<file path="src/rtl/mips_pkg.sv">
// Shared MIPS definitions: load/store opcodes and the memory-stage FSM state type.
package mips_pkg;

    localparam logic [5:0] OP_LB  = 6'h20;
    localparam logic [5:0] OP_LH  = 6'h21;
    localparam logic [5:0] OP_LW  = 6'h23;
    localparam logic [5:0] OP_LBU = 6'h24;
    localparam logic [5:0] OP_LHU = 6'h25;
    localparam logic [5:0] OP_SB  = 6'h28;
    localparam logic [5:0] OP_SH  = 6'h29;
    localparam logic [5:0] OP_SW  = 6'h2B;

    typedef enum logic [1:0] {
        IDLE = 2'd0,
        REQ  = 2'd1,
        DONE = 2'd2
    } state_t;

endpackage

</file>
<file path="src/rtl/mem_stage_if.sv">
// Data-memory request port: req/ack handshake with word address, byte enables and data.
interface mem_stage_if #(
    parameter int ADDR_W = 32
);
    logic              mem_req;
    logic              mem_we;
    logic [ADDR_W-1:0] mem_addr;
    logic [3:0]        mem_be;
    logic [31:0]       mem_wdata;
    logic              mem_ack;
    logic [31:0]       mem_rdata;

    modport master (
        output mem_req, mem_we, mem_addr, mem_be, mem_wdata,
        input  mem_ack, mem_rdata
    );

    modport slave (
        input  mem_req, mem_we, mem_addr, mem_be, mem_wdata,
        output mem_ack, mem_rdata
    );
endinterface

</file>
<file path="src/rtl/mem_align.sv">
// Byte-lane steering for stores, load extraction with sign/zero extension, misalignment check.
// MEM_STAGE_MISALIGN_TRAP_EN enables the misalignment flag; otherwise it is tied low.
module mem_align
    import mips_pkg::*;
(
    input  logic [5:0]  op,
    input  logic [1:0]  a,
    input  logic [31:0] st_data,
    input  logic [31:0] rdata,
    output logic        is_mem,
    output logic        is_load,
    output logic [3:0]  be,
    output logic [31:0] wdata,
    output logic [31:0] ld_data,
    output logic        misalign
);
    logic               is_byte, is_half, is_word;
    logic signed [7:0]  byte_s;
    logic signed [15:0] half_s;
    logic signed [31:0] byte_sx, half_sx;

    assign byte_s  = rdata[{a, 3'b000} +: 8];
    assign half_s  = rdata[{a[1], 4'b0000} +: 16];
    assign byte_sx = byte_s;
    assign half_sx = half_s;

    always_comb begin
        is_byte = (op == OP_LB) || (op == OP_LBU) || (op == OP_SB);
        is_half = (op == OP_LH) || (op == OP_LHU) || (op == OP_SH);
        is_word = (op == OP_LW) || (op == OP_SW);
        is_load = (op == OP_LB) || (op == OP_LH) || (op == OP_LW) ||
                  (op == OP_LBU) || (op == OP_LHU);
        is_mem  = is_byte || is_half || is_word;

        be    = 4'b0000;
        wdata = st_data;
        if (is_byte) begin
            be    = 4'b0001 << a;
            wdata = {4{st_data[7:0]}};
        end else if (is_half) begin
            be    = a[1] ? 4'b1100 : 4'b0011;
            wdata = {2{st_data[15:0]}};
        end else if (is_word) begin
            be    = 4'b1111;
        end

        unique case (op)
            OP_LB:   ld_data = byte_sx;
            OP_LBU:  ld_data = {24'd0, byte_s};
            OP_LH:   ld_data = half_sx;
            OP_LHU:  ld_data = {16'd0, half_s};
            default: ld_data = rdata;
        endcase
    end

`ifdef MEM_STAGE_MISALIGN_TRAP_EN
    assign misalign = (is_half && a[0]) || (is_word && (a != 2'b00));
`else
    assign misalign = 1'b0;
`endif

endmodule

</file>
<file path="src/rtl/mem_stage.sv">
// MIPS memory-access stage: one data-memory request per load/store, registered result to write-back.
// MEM_STAGE_MISALIGN_TRAP_EN turns misaligned halfword/word accesses into addr_err results.
module mem_stage
    import mips_pkg::*;
#(
    parameter int ADDR_W = 32
) (
    input  logic               CLK,
    input  logic               RST,
    input  logic               in_valid,
    output logic               in_ready,
    input  logic [31:0]        Ins,
    input  logic [31:0]        Result,
    input  logic [31:0]        Rdata2,
    mem_stage_if.master        mem,
    output logic               out_valid,
    input  logic               out_ready,
    output logic [31:0]        out_data,
    output logic [31:0]        out_ins,
    output logic               addr_err
);
    state_t            state, next_state;
    logic              accept, go_req, in_req;
    logic [5:0]        al_op;
    logic [1:0]        al_a;
    logic              is_mem, is_load, misalign;
    logic [3:0]        be;
    logic [31:0]       wdata, ld_data;

    logic              mem_we_r;
    logic [ADDR_W-1:0] mem_addr_r;
    logic [3:0]        mem_be_r;
    logic [31:0]       mem_wdata_r;
    logic [31:0]       out_data_r, out_ins_r;
    logic              addr_err_r;

    // In REQ the held instruction and its address (parked in out_data) drive load extraction
    assign in_req = (state == REQ);
    assign al_op  = in_req ? out_ins_r[31:26] : Ins[31:26];
    assign al_a   = in_req ? out_data_r[1:0]  : Result[1:0];

    mem_align u_align (
        .op       (al_op),
        .a        (al_a),
        .st_data  (Rdata2),
        .rdata    (mem.mem_rdata),
        .is_mem   (is_mem),
        .is_load  (is_load),
        .be       (be),
        .wdata    (wdata),
        .ld_data  (ld_data),
        .misalign (misalign)
    );

    assign in_ready = RST && ((state == IDLE) || ((state == DONE) && out_ready));
    assign accept   = in_valid && in_ready;
    assign go_req   = is_mem && !misalign;

    always_comb begin
        next_state = state;
        unique case (state)
            IDLE, DONE: begin
                if (accept)
                    next_state = go_req ? REQ : DONE;
                else if ((state == DONE) && out_ready)
                    next_state = IDLE;
            end
            REQ:     if (mem.mem_ack) next_state = DONE;
            default: next_state = IDLE;
        endcase
    end

    always_ff @(posedge CLK or negedge RST) begin
        if (!RST) state <= IDLE;
        else      state <= next_state;
    end

    always_ff @(posedge CLK or negedge RST) begin
        if (!RST) begin
            mem_we_r    <= 1'b0;
            mem_addr_r  <= '0;
            mem_be_r    <= 4'b0000;
            mem_wdata_r <= 32'd0;
            out_data_r  <= 32'd0;
            out_ins_r   <= 32'd0;
            addr_err_r  <= 1'b0;
        end else if (accept) begin
            out_data_r <= Result;
            out_ins_r  <= Ins;
            addr_err_r <= misalign;
            if (go_req) begin
                mem_we_r    <= !is_load;
                mem_addr_r  <= {Result[ADDR_W-1:2], 2'b00};
                mem_be_r    <= be;
                mem_wdata_r <= wdata;
            end
        end else if (in_req && mem.mem_ack && is_load) begin
            out_data_r <= ld_data;
        end
    end

    assign mem.mem_req   = in_req;
    assign mem.mem_we    = mem_we_r;
    assign mem.mem_addr  = mem_addr_r;
    assign mem.mem_be    = mem_be_r;
    assign mem.mem_wdata = mem_wdata_r;

    assign out_valid = (state == DONE);
    assign out_data  = out_data_r;
    assign out_ins   = out_ins_r;
    assign addr_err  = addr_err_r;

endmodule

</file>
<file path="src/flat_wrapper.sv">
// flat-port wrapper written by rule: the top's interface ports become plain ports
module mem_stage_flat import mips_pkg::*;
#(
    parameter int ADDR_W = 32
)
  (CLK, RST, in_valid, in_ready, Ins, Result, Rdata2, out_valid, out_ready, out_data, out_ins, addr_err, mem_mem_req, mem_mem_we, mem_mem_addr, mem_mem_be, mem_mem_wdata, mem_mem_ack, mem_mem_rdata);
  mem_stage_if #(.ADDR_W(ADDR_W)) mem_i ();
  input  logic CLK;
  input  logic RST;
  input  logic in_valid;
  output logic in_ready;
  input  logic [31:0] Ins;
  input  logic [31:0] Result;
  input  logic [31:0] Rdata2;
  output logic out_valid;
  input  logic out_ready;
  output logic [31:0] out_data;
  output logic [31:0] out_ins;
  output logic addr_err;
  output wire logic [$bits(mem_i.mem_req)-1:0] mem_mem_req;
  output wire logic [$bits(mem_i.mem_we)-1:0] mem_mem_we;
  output wire logic [$bits(mem_i.mem_addr)-1:0] mem_mem_addr;
  output wire logic [$bits(mem_i.mem_be)-1:0] mem_mem_be;
  output wire logic [$bits(mem_i.mem_wdata)-1:0] mem_mem_wdata;
  input wire logic [$bits(mem_i.mem_ack)-1:0] mem_mem_ack;
  input wire logic [$bits(mem_i.mem_rdata)-1:0] mem_mem_rdata;
  assign mem_mem_req = mem_i.mem_req;
  assign mem_mem_we = mem_i.mem_we;
  assign mem_mem_addr = mem_i.mem_addr;
  assign mem_mem_be = mem_i.mem_be;
  assign mem_mem_wdata = mem_i.mem_wdata;
  assign mem_i.mem_ack = mem_mem_ack;
  assign mem_i.mem_rdata = mem_mem_rdata;
  mem_stage #(.ADDR_W(ADDR_W)) u_core (.CLK(CLK), .RST(RST), .in_valid(in_valid), .in_ready(in_ready), .Ins(Ins), .Result(Result), .Rdata2(Rdata2), .mem(mem_i), .out_valid(out_valid), .out_ready(out_ready), .out_data(out_data), .out_ins(out_ins), .addr_err(addr_err));
endmodule
</file>
<file path="config.mk">
export PLATFORM = sky130hd
export DESIGN_NAME = mem_stage_flat
export DESIGN_NICKNAME = d
export VERILOG_FILES = /design/src/rtl/mips_pkg.sv /design/src/rtl/mem_stage_if.sv /design/src/rtl/mem_align.sv /design/src/rtl/mem_stage.sv /design/src/flat_wrapper.sv
export SDC_FILE = /design/constraint.sdc
export NUM_CORES = 1
export LEC_CHECK = 0
export CORE_AREA = 4 4 118 120
export DETAILED_ROUTE_END_ITERATION = 8
export DIE_AREA = 0 0 122 124
export DONT_BUFFER_PORTS = 1
export PLACE_DENSITY_LB_ADDON = 0.3
export RECOVER_POWER = 100
export SETUP_SLACK_MARGIN = 0.2
export SLEW_MARGIN = 20
export SYNTH_ARGS = -nofsm -noshare
export SYNTH_HDL_FRONTEND = slang
export SYNTH_HIERARCHICAL = 1
export SYNTH_SLANG_ARGS = --single-unit
</file>
<file path="constraint.sdc">
create_clock -name CLK -period 3.2 [get_ports CLK]
set_input_delay 0.32 -clock CLK [delete_from_list [all_inputs] [get_ports CLK]]
set_output_delay 0.32 -clock CLK [all_outputs]
set_load 0.02 [all_outputs]
</file>
==> impl_metrics.toml, run 1 <==
[final_layout]
final_nets = 644
fraction_of_final_layout_cells_with_drive_strength_greater_than_1_pct = 39.5
utilization_pct = 57.8
antennaDiodeCount = 0
layout-area-overhead-vs-synth_pct = 8.62

[logic_synthesis]
synth_top_area_share_pct = 48.5
post_synth_fa_ha_maj_area_fraction_pct = 0
post_synth_inst_count = 523
dominantRegCellSynth = "sky130_fd_sc_hd__dfrtp_1"
postSynthAreaPerCell_um2 = 13.2
synth-async-reset-ratio_pct = 100
synth-compound-area-share_pct = 3.21
post_synth_xor_area_fraction_pct = 0
synthDominantAreaCellType = "sky130_fd_sc_hd__dfrtp_1"
area_of_the_mapped_netlist_um2 = 6910
synth-simple-area-share_pct = 7.08
post_synth_most_frequent_cells = "sky130_fd_sc_hd__dfrtp_1, sky130_fd_sc_hd__mux2_2, sky130_fd_sc_hd__mux2_4, sky130_fd_sc_hd__nand2_1, sky130_fd_sc_hd__mux2_1"
yosys.cell_types.count = 38
synth-seq-area-share_pct = 48.5
synth_top_family_by_area = "multiplexers"
post_synth_mux_area_share_pct = 36.1
synth_seq_cells = 134
netlist_top_cells_area = "sky130_fd_sc_hd__dfrtp_1, sky130_fd_sc_hd__mux2_2, sky130_fd_sc_hd__mux2_4"
synth.most_common_cell = "sky130_fd_sc_hd__dfrtp_1"
edff_count_synth = 0
total_number_of_yosys_warnings = 6

[sta]
shortest_clock_period_the_worst_path_allows_after_layout_ns = 2.93
hold_viol_final = 134
timing.max_slew.rel_slack_pct = 19.5
finalHoldWorstSlack_ns = -0.400
report.final.slew_viol_count = 0
timing.final.setup_violations = 0
worstMarginPinSlew_ns = 1.21
fraction_of_the_cycle_the_final_worst_path_needs_pct = 91.5
fmax_mhz = 342
grt_setup_unrepaired = "false"
finalSetupTns_ns = 0
final.setup_skew_ns = 0.00862

[die]
design.portCount = 270
chipHeight_um = 124
fp.dieArea_um2 = 15100
die-width_um = 122
floorplan.core_area_um2 = 13000
start_util_pct = 53.2
num_rows = 42

[clock_tree]
cts_buffer_depth = 2
cts_tree = "yes"
cts_buffers = 17
clk_root_buffer_cell = "sky130_fd_sc_hd__clkbuf_16"
insertion_delay_to_the_later_sink_of_the_worst_skew_pair_ns = 0.41
tritoncts_num_sinks = 134
clkSlewWorstSetupHoldPaths_ns = 0.06
clock_tree.htree_level_count = 4

[power_and_ir_drop]
p_leak_nw = 3.56
clock_power_share_pct = 37.5
p_int_w = 0.00381
p_sw_w = 0.00164
power_per_cell_area_nw_per_um2 = 727
irDropWorstVdd_mv = 0.406
power.combinational.fraction_pct = 11.9
p_sw_share_pct = 30.2
p_seq_share_pct = 50.6

[worst_setup_path]
crit_top_cell = "sky130_fd_sc_hd__mux2_4"
worstPathArrival_ns = 3.22
rr_startpoint = "u_core/state[1]$_DFFE_PN0P_"
timing.critical_path.max_delay_family = "simple AND/OR/NAND/NOR gates"
slowest_delay_ns = 0.48
critical_path_class = "flop to flop"
worstPathRequired_ns = 3.50
cp_capture_type = "flop"
startpoint_type = "flop"
cell_breakdown_of_the_critical_path = "nand2b_4 > mux2_4 > nand2b_1 > or3_1 > o21ai_4 > nand4b_1 > buf_6 > mux2_1 > mux2_4"
path_buf_inv = 1
critical_path_peak_fanout = 32
cp_slowest_cell = "sky130_fd_sc_hd__or3_1"
crit_start = "u_core/state[1]$_DFFE_PN0P_"
ff2ff_setup_slack_ns = 0.27

[global_routing]
track_usage_pct = 22.6
overflow = 0
grt_start_max_net_pins = 137
vias_in_the_first_global_route = 4478
initial_antenna_violation_count = 0
grt_first_pass_wirelength_um = 25700

[drt]
first_iter_violations = 286
avgRoutedWirePerCell_um = 24.6
routed_via_density = 5.89
remaining_drc_errors = 0
num_vias = 4121
routed_wl_um = 17200
drt-pass1-iter-count = 4
ant_nets = 0

[min_path]
worst_hold_path_type = "input port to async pin"

[placement]
place.detailed.hpwl_um = 12900
globalplace.congestion = 0.799
port-buffer-count = 0

[run_status]
outcome = "finished, violations left"
failed_checks = "hold timing"

[job]
max_cap_viol_count = 0
stage by stage:
stage	hold slack, ns	power (W)	std cells	setup slack [ns]	area [µm²]
after floorplan	0.0244	0.00332	524	0.158	7020
after global placement	0.0278	0.00345	668	0.127	6990
after detailed placement	0.0275	0.00350	668	0.0426	6990
after CTS	-0.416	0.00557	700	0.204	7630
after global routing	-0.420	0.00568	700	0.167	7500
final	-0.400	0.00545	700	0.273	7500
worst paths after layout:
path	endpoint	cells past startpoint
setup / recovery	u_core/out_data[9]$_DFFE_PN0P_	9
hold / removal	u_core/out_data[19]$_DFFE_PN0P_	0
setup reg to reg	u_core/out_data[9]$_DFFE_PN0P_	9
hold reg to reg	u_core/mem.mem_addr[27]$_DFFE_PN0P_	1
max in group asynchronous	u_core/mem.mem_wdata[25]$_DFFE_PN0P_	0
min in group CLK	u_core/state[0]$_DFFE_PN0P_	1
sequential cells by signal, summed over array words and instances, names as in the netlist:
name and cells:
u_core/out_ins 32, u_core/addr_err 1, u_core/out_data 32, u_core/mem.mem_we 1, u_core/state 2, u_core/mem.mem_wdata 32, u_core/mem.mem_be 4, u_core/mem.mem_addr 30
placed cells by master (no fill, tap or decap), types with 2 or more instances in the layout:
cell,instances
sky130_fd_sc_hd__nand3b_1,6
sky130_fd_sc_hd__inv_1,6
sky130_fd_sc_hd__a31oi_1,2
sky130_fd_sc_hd__mux2i_1,11
sky130_fd_sc_hd__clkinvlp_4,2
sky130_fd_sc_hd__clkinv_2,2
sky130_fd_sc_hd__clkbuf_1,2
sky130_fd_sc_hd__mux2_4,34
sky130_fd_sc_hd__or3_1,2
sky130_fd_sc_hd__a21oi_1,8
sky130_fd_sc_hd__clkbuf_16,17
sky130_fd_sc_hd__dfrtp_1,134
sky130_fd_sc_hd__nand2_1,43
sky130_fd_sc_hd__nand3_1,6
sky130_fd_sc_hd__clkbuf_8,6
sky130_fd_sc_hd__nand2_2,10
sky130_fd_sc_hd__buf_6,2
sky130_fd_sc_hd__buf_4,10
sky130_fd_sc_hd__nand2b_1,3
sky130_fd_sc_hd__o22ai_1,7
sky130_fd_sc_hd__nor2b_1,2
sky130_fd_sc_hd__bufinv_16,3
sky130_fd_sc_hd__conb_1,3
sky130_fd_sc_hd__mux2_1,46
sky130_fd_sc_hd__nor2_1,11
sky130_fd_sc_hd__mux2_2,113
sky130_fd_sc_hd__o31ai_1,3
sky130_fd_sc_hd__o21ai_0,14
sky130_fd_sc_hd__and2_1,2
power groups by stage:
stage / Combinational [W] / Sequential, W / Clock, W
6_report: 0.000648 / 0.00276 / 0.00205
5_1_grt: 0.000713 / 0.00280 / 0.00217
4_1_cts: 0.000707 / 0.00278 / 0.00209
3_5_place_dp: 0.000701 / 0.00280 / 0
3_3_place_gp: 0.000667 / 0.00279 / 0
2_1_floorplan: 0.000638 / 0.00268 / 0
area by class of cell:
cell class	count	area (µm²)
clock buffers	25	515
clock inverters	7	115
fillers	1087	5480
inverters	6	22.5
multi-input cells	340	3180
flip-flops and latches	134	3350
well taps	176	220
repair buffers	12	97.6
routing by layer:
metal | up-vias | track usage (%) | share of wire [%]
met5 | - | 0 | 0
met4 | 0 | 9.38 | 3.0
met3 | 34 | 10.3 | 12
met2 | 201 | 37.6 | 51
met1 | 2075 | 25.2 | 35
li1 | 1811 | - | -
timing repair:
item,in CTS,in global routing
resized for setup,2,3
buffers inserted,0,0
setup endpoints to repair,14,69
hold endpoints to repair,134,134
cell families after synthesis:
logic type	count (synthesis)
buffers and inverters	50
AO/OA/AOI/OAI	38
multiplexers	205
AND/OR/NAND/NOR	94
other	2
flip-flops	134
Note: power is estimated with default switching activity, not from simulation.
==> run 2: changes to the inputs <==
--- a/config.mk
+++ b/config.mk
@@ -5,9 +5,9 @@
 export SDC_FILE = /design/constraint.sdc
 export NUM_CORES = 1
 export LEC_CHECK = 0
-export CORE_AREA = 4 4 118 120
+export CORE_AREA = 4 4 146 148
 export DETAILED_ROUTE_END_ITERATION = 8
-export DIE_AREA = 0 0 122 124
+export DIE_AREA = 0 0 150 152
 export DONT_BUFFER_PORTS = 1
 export PLACE_DENSITY_LB_ADDON = 0.3
 export RECOVER_POWER = 100
==> constraint.sdc (replaced) <==
create_clock -name CLK -period 3.5 [get_ports CLK]
set_input_delay 0.35 -clock CLK [delete_from_list [all_inputs] [get_ports CLK]]
set_output_delay 0.35 -clock CLK [all_outputs]
set_load 0.02 [all_outputs]
==> run 2 against run 1 <==
- sequential share of layout area down 0.20 points
- total power fell by 9.9%
- first-iteration DRC count down 43%
- non-clock buffer count did not move
- utilization down 20 points
- the run still ends with hold timing left
- sequential cell count unchanged
- sequential power is 8.7% lower
- critical path depth down 1
==> impl_metrics.toml, run 2 (synthesis results as in run 1) <==
[worst_setup_path]
worstPathRequired_ns = 3.78
worstPathArrival_ns = 3.47
critical_path_peak_fanout = 32
cp_slowest_cell = "sky130_fd_sc_hd__or4b_1"
startpoint_type = "flop"
cell_breakdown_of_the_critical_path = "nand2b_2 > mux2_2 > or4b_1 > o21ai_1 > nand4b_4 > buf_4 > mux2_1 > mux2_2"
critical_path_class = "flop to flop"
cp_capture_type = "flop"
crit_top_cell = "sky130_fd_sc_hd__mux2_2"
slowest_delay_ns = 0.68

[final_layout]
layout-area-overhead-vs-synth_pct = 9.11
fraction_of_final_layout_cells_with_drive_strength_greater_than_1_pct = 39.0
final_common_cell = "sky130_fd_sc_hd__dfrtp_1"
mostFrequentLayoutCells = "sky130_fd_sc_hd__dfrtp_1, sky130_fd_sc_hd__mux2_2, sky130_fd_sc_hd__mux2_1"
antennaDiodeCount = 0
utilization_pct = 37.6
final_nets = 644

[clock_tree]
clkSlewWorstSetupHoldPaths_ns = 0.05
cts_buffer_depth = 2
postCtsSetupRepairBufs = 0
insertion_delay_to_the_later_sink_of_the_worst_skew_pair_ns = 0.41
tritoncts_num_sinks = 134
clock_tree.htree_level_count = 4
clk_root_buffer_cell = "sky130_fd_sc_hd__clkbuf_16"
cts_buffers = 17
cts_tree = "yes"

[power_and_ir_drop]
p_leak_nw = 3.49
power_w = 0.00491
irDropWorstVdd_mv = 0.291
power_per_cell_area_nw_per_um2 = 652

[sta]
fraction_of_the_cycle_the_final_worst_path_needs_pct = 91.1
timing.final.setup_violations = 0
grt_setup_unrepaired = "false"
timing.max_slew.rel_slack_pct = 26.8
hold_viol_final = 134
finalSetupTns_ns = 0
final.setup_skew_ns = 0.00696
report.final.slew_viol_count = 0
shortest_clock_period_the_worst_path_allows_after_layout_ns = 3.19
finalHoldWorstSlack_ns = -0.362
fmax_mhz = 314
post-route-worst-setup-slack_ns = 0.312
worstMarginPinSlew_ns = 1.10

[die]
die-width_um = 150
start_util_pct = 34.5
num_rows = 52
chipHeight_um = 152
floorplan.core_area_um2 = 20000
design.portCount = 270
fp.dieArea_um2 = 22800

[global_routing]
track_usage_pct = 16.4
overflow = 0
vias_in_the_first_global_route = 4664
grt_start_max_net_pins = 137
grt_first_pass_wirelength_um = 28500
initial_antenna_violation_count = 1

[run_status]
outcome = "finished, violations left"
failed_checks = "hold timing"

[drt]
routed_via_density = 5.20
routed_wl_um = 19000
avgRoutedWirePerCell_um = 24.0
first_iter_violations = 162
remaining_drc_errors = 0
ant_nets = 0
num_vias = 4123
drt-pass1-iter-count = 4

[placement]
globalplace.congestion = 0.778
dp_slack_ns = 0.175
place.detailed.hpwl_um = 14300
port-buffer-count = 0

[min_path]
worst_hold_path_type = "input port to async pin"

[job]
max_cap_viol_count = 0
==> run 2: cell type report <==
| cell class | count | area (µm²) |
|---|---|---|
| Fill cell | 1982 | 12500 |
| Sequential cell | 134 | 3350 |
| Multi-Input combinational cell | 340 | 3130 |
| Clock buffer | 24 | 512 |
| Tap cell | 270 | 338 |
| Clock inverter | 7 | 92.6 |
| Timing Repair Buffer | 12 | 86.3 |
| Inverter | 6 | 22.5 |
==> run 2: final timing paths <==
kind | start | cells past startpoint | end | slack [ns]
max | u_core/state[1]$_DFFE_PN0P_ | 8 | u_core/out_data[10]$_DFFE_PN0P_ | 0.31
min reg2reg | u_core/mem.mem_addr[28]$_DFFE_PN0P_ | 1 | u_core/mem.mem_addr[28]$_DFFE_PN0P_ | 0.65
min in group CLK | Rdata2[7] | 1 | u_core/mem.mem_wdata[7]$_DFFE_PN0P_ | 0.07
max reg2reg | u_core/state[1]$_DFFE_PN0P_ | 8 | u_core/out_data[10]$_DFFE_PN0P_ | 0.31
max in group asynchronous | RST | 0 | u_core/mem.mem_wdata[0]$_DFFE_PN0P_ | 3.70
min | RST | 0 | u_core/mem.mem_addr[5]$_DFFE_PN0P_ | -0.36
==> run 2: per-layer routing <==
metal | routed length [µm] | global-route usage (%) | share of wire, % | vias to the layer above
li1 | - | - | - | 1809
met4 | 486 | 6.23 | 2.6 | 0
met1 | 6630 | 17.4 | 35 | 2065
met5 | 0 | 0 | 0 | -
met2 | 9380 | 27.2 | 49 | 222
met3 | 2540 | 9.32 | 13 | 27
==> run 2: power breakdown <==
group          switching, W  internal [W]
clock              0.000658       0.00116
sequential         0.000657       0.00187
combinational      0.000207      0.000366
total               0.00152       0.00339
==> run 2: repair_timing <==
item / CTS / global route
endpoints found under the setup margin: 7 / 45
gates resized for setup: 1 / 1
endpoints found under the hold margin: 134 / 134
==> run 2: critical path, delay by kind of cell, from the launching register on <==
family / cells / cell delay, ns
compound gates: 1 / 0.25
buf+inv: 1 / 0.29
mux: 3 / 1.06
simple gates: 3 / 1.08
flops: 1 / 0.38
==> run 2: metrics by stage <==
step | cells | area (µm²)
2_1_floorplan | 524 | 6920
3_3_place_gp | 762 | 7060
3_5_place_dp | 762 | 7060
4_1_cts | 793 | 7670
5_1_grt | 793 | 7540
6_report | 793 | 7540
==> run 3: changes to the inputs <==
--- a/config.mk
+++ b/config.mk
@@ -5,9 +5,10 @@
 export SDC_FILE = /design/constraint.sdc
 export NUM_CORES = 1
 export LEC_CHECK = 0
-export CORE_AREA = 4 4 146 148
+export ABC_AREA = 1
+export CORE_AREA = 4 4 152 154
 export DETAILED_ROUTE_END_ITERATION = 8
-export DIE_AREA = 0 0 150 152
+export DIE_AREA = 0 0 156 158
 export DONT_BUFFER_PORTS = 1
 export PLACE_DENSITY_LB_ADDON = 0.3
 export RECOVER_POWER = 100
==> run 3 against run 2 <==
- the run still ends with hold timing left
- sequential power up 12%
- critical path depth is 8 higher
- non-clock buffer count is 4 higher
- utilization is 0.13 points higher
- cell count up 68%
- critical endpoint is now u_core/mem.mem_addr[30]$_DFFE_PN0P_
==> impl_metrics.toml, run 3 <==
[run_status]
outcome = "finished, violations left"
failed_checks = "hold timing"

[drt]
routed_via_density = 4.91
drt-pass1-iter-count = 5
num_vias = 6530
avgRoutedWirePerCell_um = 18.2
remaining_drc_errors = 0
first_iter_violations = 421
ant_nets = 0
routed_wl_um = 24200

[final_layout]
fraction_of_final_layout_cells_with_drive_strength_greater_than_1_pct = 10.4
fin_area_um2 = 8190
multi_input_area_um2 = 3390
final_standard_cell_count_with_taps_included_and_fillers_excluded = 1331
layout-area-overhead-vs-synth_pct = 9.23
ff_latch_area_um2 = 3350
antennaDiodeCount = 0
mostFrequentLayoutCells = "sky130_fd_sc_hd__nand2_1, sky130_fd_sc_hd__dfrtp_1, sky130_fd_sc_hd__nand3_1"
final_nets = 1171
final_common_cell = "sky130_fd_sc_hd__nand2_1"
fillers = 2314

[die]
design.portCount = 270
floorplan.core_area_um2 = 21700
die-width_um = 156
fp.dieArea_um2 = 24600
chipHeight_um = 158
num_rows = 54
start_util_pct = 34.6

[worst_setup_path]
critical_path_peak_fanout = 19
startpoint_type = "flop"
worstPathRequired_ns = 3.79
cp_capture_type = "flop"
r2r.worst_path.cells = 16
critical_path_class = "flop to flop"
worstPathArrival_ns = 3.37

[sta]
grt_setup_unrepaired = "false"
worstMarginPinSlew_ns = 0.936
finalSetupTns_ns = 0
fmax_mhz = 325
hold_viol_final = 134
report.final.slew_viol_count = 0
timing.final.setup_violations = 0
timing.max_slew.rel_slack_pct = 37.4
shortest_clock_period_the_worst_path_allows_after_layout_ns = 3.08
fraction_of_the_cycle_the_final_worst_path_needs_pct = 87.9
final.setup_skew_ns = 0.0128
finalHoldWorstSlack_ns = -0.370

[placement]
port-buffer-count = 0
dp_cells = 1298
globalplace.congestion = 0.868
place.detailed.hpwl_um = 17600
postPlaceCellArea_um2 = 7610

[logic_synthesis]
total_number_of_yosys_warnings = 6
edff_count_synth = 0
post_synth_inst_count = 1072
synth_top_area_share_pct = 44.7
netlist_top_cells_area = "sky130_fd_sc_hd__dfrtp_1, sky130_fd_sc_hd__nand2_1, sky130_fd_sc_hd__nand3_1"
synth-seq-area-share_pct = 44.7
postSynthAreaPerCell_um2 = 6.99
synth_seq_cells = 134
dominantRegCellSynth = "sky130_fd_sc_hd__dfrtp_1"
synth-async-reset-ratio_pct = 100
yosys.cell_types.count = 26
area_of_the_mapped_netlist_um2 = 7490
post_synth_most_frequent_cells = "sky130_fd_sc_hd__nand2_1, sky130_fd_sc_hd__dfrtp_1, sky130_fd_sc_hd__nand3_1, sky130_fd_sc_hd__inv_1, sky130_fd_sc_hd__o21ai_0"
synth.most_common_cell = "sky130_fd_sc_hd__nand2_1"
synthDominantAreaCellType = "sky130_fd_sc_hd__dfrtp_1"

[clock_tree]
clock_tree.htree_level_count = 4
cts_buffer_depth = 2
clk_root_buffer_cell = "sky130_fd_sc_hd__clkbuf_16"
cts_buffers = 17
insertion_delay_to_the_later_sink_of_the_worst_skew_pair_ns = 0.42
tritoncts_num_sinks = 134
clkSlewWorstSetupHoldPaths_ns = 0.06
cts_tree = "yes"

[job]
max_cap_viol_count = 0

[min_path]
worst_hold_path_type = "input port to async pin"

[global_routing]
vias_in_the_first_global_route = 6379
overflow = 0
grt_start_max_net_pins = 136
track_usage_pct = 19.2
grt_first_pass_wirelength_um = 36900
initial_antenna_violation_count = 0

[power_and_ir_drop]
p_leak_nw = 4.55
power_per_cell_area_nw_per_um2 = 656
irDropWorstVdd_mv = 0.254
[run 3: metrics by stage]
step,power [W],setup slack (ns),utilization [%]
finish,0.00537,0.422,37.7
global route,0.00569,0.112,37.7
CTS,0.00545,0.330,37.8
detailed placement,0.00360,0.342,35.1
global placement,0.00358,0.452,35.1
floorplan,0.00333,0.690,-
[run 3: worst paths after layout]
path	start	to	slack (ns)
min in group CLK	Ins[3]	u_core/out_ins[3]$_DFFE_PN0P_	0.04
max	u_core/state[0]$_DFFE_PN0P_	u_core/mem.mem_addr[30]$_DFFE_PN0P_	0.42
max reg2reg	u_core/state[0]$_DFFE_PN0P_	u_core/mem.mem_addr[30]$_DFFE_PN0P_	0.42
min reg2reg	u_core/mem.mem_addr[27]$_DFFE_PN0P_	u_core/mem.mem_addr[27]$_DFFE_PN0P_	0.62
max in group asynchronous	RST	u_core/mem.mem_wdata[7]$_DFFE_PN0P_	3.70
min	RST	u_core/out_ins[11]$_DFFE_PN0P_	-0.37
[run 3: critical path, stage by stage, from the launching register on]
cell	delay [ns]
sky130_fd_sc_hd__dfrtp_1	0.42
sky130_fd_sc_hd__inv_2	0.09
sky130_fd_sc_hd__nor2_4	0.31
sky130_fd_sc_hd__nand2_1	0.09
sky130_fd_sc_hd__o21ai_0	0.19
sky130_fd_sc_hd__inv_2	0.12
sky130_fd_sc_hd__nor2_8	0.16
sky130_fd_sc_hd__nand3_4	0.18
sky130_fd_sc_hd__nand2_4	0.23
sky130_fd_sc_hd__inv_1	0.19
sky130_fd_sc_hd__nand2_1	0.10
sky130_fd_sc_hd__nand2_1	0.09
sky130_fd_sc_hd__inv_2	0.23
sky130_fd_sc_hd__nand2_2	0.12
sky130_fd_sc_hd__buf_4	0.27
sky130_fd_sc_hd__nand2_1	0.10
sky130_fd_sc_hd__nand2_1	0.06
[run 3: cells by family (layout without fill, tap and decap cells)]
kind of cell / after synthesis / in the layout / share of synthesized area, %
compound gates: 64 / 64 / 4.27
buf+inv: 163 / 140 / 10.1
flops: 134 / 134 / 44.7
other cells: 2 / 3 / 0.100
simple gates: 709 / 710 / 40.8
[run 3: timing repair]
item	in CTS	in global routing
gates resized for setup	0	2
buffers inserted	0	0
setup endpoints to repair	0	67
endpoints found under the hold margin	134	134
[run 3: power breakdown]
group          internal, W  total, W  switching, W  leakage (nW)
Combinational     0.000275  0.000755      0.000480          2.58
Sequential         0.00195   0.00281      0.000857          1.69
Clock              0.00108   0.00181      0.000724         0.284
[run 3: layout make-up]
class	instances	share of cell area, %
Sequential cell	134	41.0
Clock buffer	20	5.46
Clock inverter	12	1.76
Tap cell	280	4.28
Multi-Input combinational cell	777	41.4
Inverter	92	4.22
Timing Repair Buffer	16	1.93
[run 3: per-layer routing]
layer,vias up,global-route usage [%],share of wire (%),wire length (µm)
li1,3235,-,-,-
met1,2994,24.3,40,9740
met2,280,31.2,47,11500
met3,21,6.70,11,2600
met4,0,5.54,1.7,408
met5,-,0,0,0
